<file path="config.mk">
export PLATFORM = sky130hd
export DESIGN_NAME = bus_master_arbiter
export DESIGN_NICKNAME = d
export VERILOG_FILES = /design/src/rtl/bus_master_arbiter_pkg.sv /design/src/rtl/bus_master_arbiter_rr_picker.sv /design/src/rtl/bus_master_arbiter.sv
export SDC_FILE = /design/constraint.sdc
export NUM_CORES = 1
export LEC_CHECK = 0
export ABC_AREA = 1
export CORE_AREA = 2 2 159 161
export DETAILED_ROUTE_END_ITERATION = 8
export DIE_AREA = 0 0 161 163
export DONT_BUFFER_PORTS = 1
export PLACE_DENSITY = 0.33
export SETUP_SLACK_MARGIN = 0.4
export SLEW_MARGIN = 30
export SYNTH_ARGS = -nofsm -noshare
export SYNTH_HDL_FRONTEND = slang
export SYNTH_HIERARCHICAL = 1
export SYNTH_SLANG_ARGS = --single-unit
</file>
<file path="constraint.sdc">
create_clock -name clk_i -period 1.4 [get_ports clk_i]
set_clock_uncertainty 0.05 [all_clocks]
set_input_delay 0.28 -clock clk_i [delete_from_list [all_inputs] [get_ports clk_i]]
set_output_delay 0.28 -clock clk_i [all_outputs]
set_load 0.05 [all_outputs]
</file>
<file path="src/rtl/bus_master_arbiter_pkg.sv">
// bus_master_arbiter_pkg: shared constants, state encoding and round-robin helper for the bus arbiter
package bus_master_arbiter_pkg;
  localparam int BUS_MASTER_NUMBER = 3;
  localparam int BUS_TIMEOUT_CYCLES = 255;
  typedef enum logic {ARB_IDLE = 1'b0, ARB_BUSY = 1'b1} arb_state_e;
  function automatic logic [1:0] rr_next(input logic [1:0] i);
    return i == 2'd2 ? 2'd0 : i + 2'd1;
  endfunction
endpackage

</file>
<file path="src/rtl/bus_master_arbiter_rr_picker.sv">
// bus_rr_picker: combinational round-robin pick, searching from last+1 modulo 3
module bus_rr_picker
  import bus_master_arbiter_pkg::*;
(
  input  logic [BUS_MASTER_NUMBER-1:0] req,
  input  logic [1:0]                   last,
  output logic [BUS_MASTER_NUMBER-1:0] pick,
  output logic                         valid
);
  logic [1:0] p0, p1, p2;
  assign p0 = rr_next(last);
  assign p1 = rr_next(p0);
  assign p2 = rr_next(p1);
  assign pick = req[p0] ? 3'b001 << p0 : req[p1] ? 3'b001 << p1 : req[p2] ? 3'b001 << p2 : 3'b000;
  assign valid = |req;
endmodule

</file>
<file path="src/rtl/bus_master_arbiter.sv">
// bus_master_arbiter: round-robin arbiter sharing one bus master port among CPU data (m0), CPU fetch (m1) and DMA (m2)
module bus_master_arbiter
  import bus_master_arbiter_pkg::*;
#(
  parameter int TIMEOUT_CYCLES = BUS_TIMEOUT_CYCLES,
  parameter int CNT_W = 16
) (
  input  logic        clk_i,
  input  logic        rst_i,
  input  logic        m0_stb_i,
  input  logic        m0_we_i,
  input  logic [31:0] m0_adr_i,
  input  logic [31:0] m0_dat_i,
  output logic [31:0] m0_dat_o,
  output logic        m0_ack_o,
  output logic        m0_err_o,
  input  logic        m1_stb_i,
  input  logic        m1_we_i,
  input  logic [31:0] m1_adr_i,
  input  logic [31:0] m1_dat_i,
  output logic [31:0] m1_dat_o,
  output logic        m1_ack_o,
  output logic        m1_err_o,
  input  logic        m2_stb_i,
  input  logic        m2_we_i,
  input  logic [31:0] m2_adr_i,
  input  logic [31:0] m2_dat_i,
  output logic [31:0] m2_dat_o,
  output logic        m2_ack_o,
  output logic        m2_err_o,
  output logic        bus_stb_o,
  output logic        bus_we_o,
  output logic [31:0] bus_adr_o,
  output logic [31:0] bus_dat_o,
  input  logic [31:0] bus_dat_i,
  input  logic        bus_ack_i,
  input  logic        bus_adr_err_i,
  output logic [2:0]  grant_o,
  output logic        timeout_o
);
  arb_state_e state, state_nxt;
  logic [BUS_MASTER_NUMBER-1:0] stb, pick;
  logic [1:0] last, gi;
  logic [CNT_W-1:0] cnt;
  logic valid, busy, g_stb, abort, adr_err, ack, tmo, done, err;
  assign stb = {m2_stb_i, m1_stb_i, m0_stb_i};
  bus_rr_picker u_picker (.req(stb), .last(last), .pick(pick), .valid(valid));
  assign busy = state == ARB_BUSY;
  assign gi = grant_o[2] ? 2'd2 : grant_o[1] ? 2'd1 : 2'd0;
  assign g_stb = |(stb & grant_o);
  assign abort = busy & ~g_stb;
  assign adr_err = busy & g_stb & bus_adr_err_i;
  assign ack = busy & g_stb & ~bus_adr_err_i & bus_ack_i;
  assign tmo = busy & g_stb & ~bus_adr_err_i & ~bus_ack_i & (cnt == CNT_W'(TIMEOUT_CYCLES - 1));
  assign done = adr_err | ack | tmo;
  assign err = adr_err | tmo;
  always_ff @(posedge clk_i) state <= rst_i ? ARB_IDLE : state_nxt;
  always_comb state_nxt = busy ? ((abort | done) ? ARB_IDLE : ARB_BUSY) : (valid ? ARB_BUSY : ARB_IDLE);
  always_comb begin
    bus_stb_o = busy;
    bus_we_o  = grant_o[2] ? m2_we_i  : grant_o[1] ? m1_we_i  : m0_we_i;
    bus_adr_o = grant_o[2] ? m2_adr_i : grant_o[1] ? m1_adr_i : m0_adr_i;
    bus_dat_o = grant_o[2] ? m2_dat_i : grant_o[1] ? m1_dat_i : m0_dat_i;
    m0_ack_o = done & grant_o[0];
    m1_ack_o = done & grant_o[1];
    m2_ack_o = done & grant_o[2];
    m0_err_o = err & grant_o[0];
    m1_err_o = err & grant_o[1];
    m2_err_o = err & grant_o[2];
    m0_dat_o = (busy & grant_o[0] & ~adr_err) ? bus_dat_i : '0;
    m1_dat_o = (busy & grant_o[1] & ~adr_err) ? bus_dat_i : '0;
    m2_dat_o = (busy & grant_o[2] & ~adr_err) ? bus_dat_i : '0;
  end
  always_ff @(posedge clk_i) begin
    if (rst_i) begin
      grant_o <= '0;
      last <= 2'd2;
      cnt <= '0;
      timeout_o <= 1'b0;
    end else if (!busy) begin
      grant_o <= pick;
      cnt <= '0;
    end else if (abort | done) begin
      grant_o <= '0;
      last <= gi;
      if (tmo) timeout_o <= 1'b1;
    end else begin
      cnt <= cnt + 1'b1;
    end
  end
endmodule

</file>
==> results of run 1 <==
-- timing repair --
item	CTS	global route
cloned	34	1
endpoints found under the hold margin	0	0
pin swaps	86	61
hold buffers	0	0
gates resized for setup	333	60
buffers inserted	21	2
endpoints found under the setup margin	195	195
-- layout make-up --
| cell class | count | area, um^2 | share of cell area, % |
|---|---|---|---|
| clock buffers | 4 | 78.8 | 0.663 |
| inverters | 63 | 278 | 2.34 |
| well taps | 330 | 413 | 3.47 |
| repair inverters | 1 | 16.3 | 0.137 |
| repair buffers | 292 | 5420 | 45.5 |
| flip-flops and latches | 23 | 479 | 4.03 |
| diodes | 1 | 2.50 | 0.0210 |
| multi-input cells | 541 | 5210 | 43.8 |
-- state kept, by name (all words and copies together) (netlist names) --
name	count
last	2
cnt	16
timeout_o	1
grant_o	3
bus_stb_o	1
-- path summary, 6_finish.rpt --
check	cells after the start	slack (ps)	to	start
worst max-delay path	10	-590	m0_dat_o[3]	grant_o[1]
worst min-delay path	1	20	grant_o[1]	rst_i
worst max register to register	12	-350	last[0]	cnt[0]
worst min register to register	2	470	timeout_o	timeout_o
-- power groups by stage --
stage               combinational [mW]  clock [mW]  sequential, mW
global route                      5.25       0.684           0.695
CTS                               5.00       0.658           0.693
floorplan                         2.38           0           0.723
detailed placement                4.06           0           0.703
global placement                  4.03           0           0.702
finish                            5.09       0.633           0.693
-- cells in the mapped netlist (all sizes together) --
cell type | count | share of area, %
nor2 | 197 | 23
a21oi | 149 | 22
nand2 | 138 | 16
inv | 63 | 7.1
buf | 30 | 4.7
nand3 | 28 | 5.4
dfxtp | 23 | 14
clkbuf | 15 | 1.7
xor2 | 7 | 1.8
nand4 | 5 | 0.94
nor3 | 5 | 0.75
o21ai | 3 | 0.45
xnor2 | 3 | 0.79
ha | 2 | 0.75
nand3b | 1 | 0.22
o2111ai | 1 | 0.26
o21bai | 1 | 0.22
-- layer usage --
layer  up-vias  GRT usage [%]
met5         -              0
met4         0           4.10
met3        48           3.36
met2       221           38.4
met1      2772           21.4
li1       2657              -
-- through the flow --
step / area (um^2) / worst slack (ps) / TNS [ps] / power, mW
global route: 11900 / -669 / -102240 / 6.63
global placement: 9060 / -406 / -45320 / 4.73
detailed placement: 9060 / -363 / -46800 / 4.76
floorplan: 5110 / -387 / -52810 / 3.10
finish: 11900 / -591 / -89290 / 6.41
CTS: 11600 / -611 / -92080 / 6.35
-- logic make-up (layout without fill, tap and decap cells) --
logic type	Yosys count	after routing	synth area share, %
and+or+nand+nor	374	375	46.0
AOI/OAI and AO/OA	154	154	23.4
buffers and inverters	108	360	13.5
DFF	23	23	13.8
xor gates and xnor gates	10	10	2.62
adders and majority gates	2	2	0.749
other	0	1	0
-- worst reg2reg max path, stage by stage, from the launching register on --
cell and delay (ps):
dfxtp_2 330, inv_2 70, ha_4 140, inv_4 30
nor3_4 140, nand3_4 110, buf_6 140, buf_6 110
nand3_4 160, buf_12 150, buf_6 90, nand3_2 50
o21ai_1 120
==> qor.yml, run 1 <==
clock_tree:
  clkSinkCount: 23
  clk_pin_slew_ps: 60
  clockBufferDepth: 2
  htree_num_levels: 1
  cts_buffers: 3
  clkLatencyLatePin_ps: 260
  cts_root_buf: "clkbuf_16"
  cts_tree: "built"
sta:
  worst_pin_slew_ps: 649
  rsz0062_at_grt: "true"
  setup_slack_ps: -591
  max-slew-margin-rel_pct: 56.7
  final_max_slew_viol_count: 0
  finalHoldViolCount: 0
  fmax_mhz: 502
  whs_ps: 19.8
  setup_violations: 190
  layout_min_cycle_time_ps: 1990
  fin_crit_sh_pct: 142
detailed_routing:
  first_pass_iters: 4
  top_layer_used: "met4"
  viasPerCell: 4.54
  dr_wl_met3_um: 1360
  drt_iter0_drc: 236
  wl_met2_um: 15000
  drt-met1-wl_um: 9370
  num_vias: 5698
  antenna_left: 0
  drt-total-wl_um: 26500
  route.detailed.drc: 0
  post_drt_wl_per_cell_um: 21.1
yosys:
  yosysSeqAreaShare_pct: 13.8
  synth_fp_nets: 907
  ys_seq_elements: 23
  yosysWarnings: 6
  avgSynthCellArea_um2: 4.98
  ys_types: 30
  postSynthCellCount: 671
  synth_area_um2: 3340
power:
  p_clk_share_pct: 9.9
  p_seq_share_pct: 10.8
  power_leakage_nw: 4.51
  power_density_nw_per_um2: 539
  combPwrFrac_pct: 79.3
  intPower_mw: 3.40
  switching_share_pct: 47.0
  peakVddDrop_mv: 0.436
  p_sw_mw: 3.02
setup_path:
  crit_fanout: 6
  crit_path_end_kind: "output port"
  cp_cell_sequence: "nand2_4 > nand3_4 > nand2_4 > nor2_4 > inv_6 > nand2_8 > buf_12 > buf_16 > nor2_4 > buf_12"
  worstPathRequired_ps: 1070
  cp.buffers_inverters: 4
  cpLargestDelayFamily: "buffers and inverters"
  slowest_stage: "dfxtp_4"
  critPathLaunchType: "flip-flop"
  path_class: "flip-flop to output port"
  arrival_ps: 1660
  slowest_delay_ps: 370
run_status:
  status: "finished with violations"
  violations: "setup timing"
layout:
  post-route-util_pct: 48.2
  instances_no_fill: 1255
  nNetsFinal: 1161
  syn2layout_area_growth_pct: 256
  final_cell_mix: "buf_12 (187), nor2_4 (109), a21oi_4 (101), nor2_1 (80), nand2_1 (57)"
  drive_gt1_share_pct: 73.5
  num-fill-cells: 2203
  layout_commonest_cell: "buf_12"
placement:
  numPortBuffers: 0
  dpl.cell_count: 1192
  gp_congestion: 0.968
  hpwl_um: 18800
floorplan:
  core_area_um2: 24700
  initial_utilization_pct: 13.5
  ioPinCount: 406
  die_area_um2: 26200
  die_height_um: 163
  die_w_um: 161
  rows: 58
run:
  cap_violations: 0
grt:
  globalRoute.totalOverflow: 0
  grt_antenna_before_repair: 1
  grt_usage_pct: 19.3
  grt_pass1_vias: 6092
  grt_pass1_wl_um: 39100
  grt_max_degree: 19
worst_hold_path:
  hp-class: "input pin to flip-flop"
(Power assumes the default switching activity.)
==> run 2: changes to the inputs <==
ABC_AREA = default   (was 1)
CORE_AREA = 2 2 160 162   (was 2 2 159 161)
CTS_BUF_LIST = sky130_fd_sc_hd__clkbuf_2 sky130_fd_sc_hd__clkbuf_4 sky130_fd_sc_hd__clkbuf_8   (was default)
DIE_AREA = 0 0 162 164   (was 0 0 161 163)
==> qor.yml, run 2 <==
setup_path:
  arrival_ps: 1900
  crit_fanout: 16
  slowest_stage: "dfxtp_4"
  reg2reg_from: "grant_o[0]"
  critPathLaunchType: "flip-flop"
  r2r_slack_ps: -640
  path_class: "flip-flop to output port"
  endpoint: "m2_dat_o[6]"
  slowest_delay_ps: 350
  r2r-end: "cnt[13]"
  crit_path_end_kind: "output port"
  reg2regPathDepth: 11
  worstPathRequired_ps: 1070
  cp_cell_sequence: "a222oi_1 > buf_4 > o21a_4 > buf_12 > clkbuf_16 > and3_4"
  crit_start: "grant_o[0]"
power:
  power_density_nw_per_um2: 526
  power_leakage_nw: 3.28
  peakVddDrop_mv: 0.238
layout:
  num_antenna_cells: 0
  final_cell_mix: "and3_4 (96), buf_12 (96), nand2_1 (73), o21ai_4 (65), mux2i_4 (59)"
  stdcell_area_um2: 9620
  largest_reg_flops: 16
  instances_no_fill: 996
  syn2layout_area_growth_pct: 186
  drive_gt1_share_pct: 76.9
  top_regs: "cnt: 16 flops, grant_o: 3 flops, last: 2 flops"
  num-fill-cells: 2348
  nNetsFinal: 903
  regMostFlops: "cnt"
placement:
  dpl.cell_count: 923
  place_area_um2: 6910
  gp_congestion: 0.746
  hpwl_um: 16800
  numPortBuffers: 0
run_status:
  violations: "setup timing"
  status: "finished with violations"
yosys:
  yosys.area.top_type: "mux2i_1"
  yosysWarnings: 6
  synth_area_um2: 3370
  yosysSeqAreaShare_pct: 13.7
  synth_async_sr_flop_share_pct: 0
  ys.flop_type: "dfxtp_1"
  ys_types: 42
  synth_edf_count: 0
  synthTopCellsByArea: "mux2i_1 (21%), and3_1 (18%), dfxtp_1 (14%), o21ai_1 (9.8%), nand2_1 (8.3%)"
  synth_common_cells: "and3_1 (97), nand2_1 (74), mux2i_1 (70), o21ai_1 (66), clkbuf_1 (38)"
  postSynthCellCount: 495
  avgSynthCellArea_um2: 6.80
  netlist.area_leader.share_pct: 20.8
  yosys.cell_count.top_type: "and3_1"
  synth_fp_nets: 731
  ys_seq_elements: 23
grt:
  grt_antenna_before_repair: 0
  globalRoute.totalOverflow: 0
  grt_max_degree: 47
  grt_pass1_vias: 4636
  grt_usage_pct: 16.3
  grt_pass1_wl_um: 32100
detailed_routing:
  num_vias: 4737
  antenna_left: 0
  post_drt_wl_per_cell_um: 25.1
  first_pass_iters: 4
  drt-total-wl_um: 25000
  route.detailed.drc: 0
  viasPerCell: 4.76
  drt_iter0_drc: 178
run:
  cap_violations: 0
clock_tree:
  clockBufferDepth: 2
  htree_num_levels: 1
  clkLatencyLatePin_ps: 260
  clk_pin_slew_ps: 80
  cts_root_buf: "clkbuf_8"
  clkSinkCount: 23
  cts_tree: "built"
  hold_buffers: 0
  cts_buffers: 3
sta:
  final_max_slew_viol_count: 0
  layout_min_cycle_time_ps: 2230
  setup_slack_ps: -826
  whs_ps: 14.1
  worst_pin_slew_ps: 393
  setup_violations: 192
  fin_crit_sh_pct: 159
  max-slew-margin-rel_pct: 73.6
  setup_tns_ps: -131270
  finalHoldViolCount: 0
  fmax_mhz: 449
  rsz0062_at_grt: "true"
floorplan:
  die_height_um: 164
  die_w_um: 162
  initial_utilization_pct: 13.6
  rows: 58
  ioPinCount: 406
  core_area_um2: 24800
  die_area_um2: 26600
worst_hold_path:
  hp-class: "input pin to flip-flop"
-- run 2: what timing repair did --
item | in CTS | in global routing
endpoints found under the setup margin | 195 | 195
buffers inserted | 25 | 14
pin swaps | 63 | 96
resized for setup | 239 | 73
gates cloned | 20 | 10
-- run 2: worst min-delay path by stage --
stage | startpoint | to | slack, ps | cells past startpoint
after floorplan | cnt[15] | cnt[15] | 400 | 2
after global routing | rst_i | grant_o[0] | 3 | 1
after detailed placement | rst_i | grant_o[0] | 300 | 1
after global placement | rst_i | grant_o[0] | 300 | 1
after CTS | rst_i | grant_o[0] | 7 | 1
final | rst_i | bus_stb_o | 10 | 1
-- run 2: cell families after synthesis --
family | after synthesis | share of synthesized area [%]
compound gates | 103 | 17.5
flops | 23 | 13.7
simple gates | 242 | 40.4
fa+ha+maj | 2 | 0.743
buf+inv | 55 | 6.84
mux | 70 | 20.8
-- run 2: layer usage --
layer | up-vias | track usage, % | share of wire, %
met5 | - | 0 | 0
met4 | 0 | 1.53 | 1.1
met3 | 13 | 3.23 | 6.4
met2 | 225 | 27.8 | 50
met1 | 2308 | 22.2 | 43
li1 | 2191 | - | -
-- run 2: area by class of cell --
class / count / area, um^2 / area share, %
clock buffer: 4 / 48.8 / 0.507
inverter: 3 / 11.3 / 0.117
multi-input combinational: 417 / 4970 / 51.7
sequential: 23 / 485 / 5.04
tap: 330 / 413 / 4.29
timing repair buffer: 219 / 3690 / 38.4
-- run 2: report_power, final --
group	internal, mW	switching, mW
Combinational	1.97	1.97
Clock	0.223	0.223
Sequential	0.662	0.0143
Total	2.85	2.21
-- run 2: critical path, delay by kind of cell (launching register included) --
family          cells  cell delay [ps]
compound gates      2              470
simple gates        1              300
flops               1              350
buf+inv             3              490
-- run 2: per-stage QoR --
stage          setup slack, ps  utilization, %  total power, mW
2_1_floorplan             -743               -             2.54
3_3_place_gp              -768            27.8             3.66
3_5_place_dp              -797            27.8             3.68
4_1_cts                   -834            35.8             4.82
5_1_grt                   -904            38.8             5.22
6_report                  -826            38.8             5.06
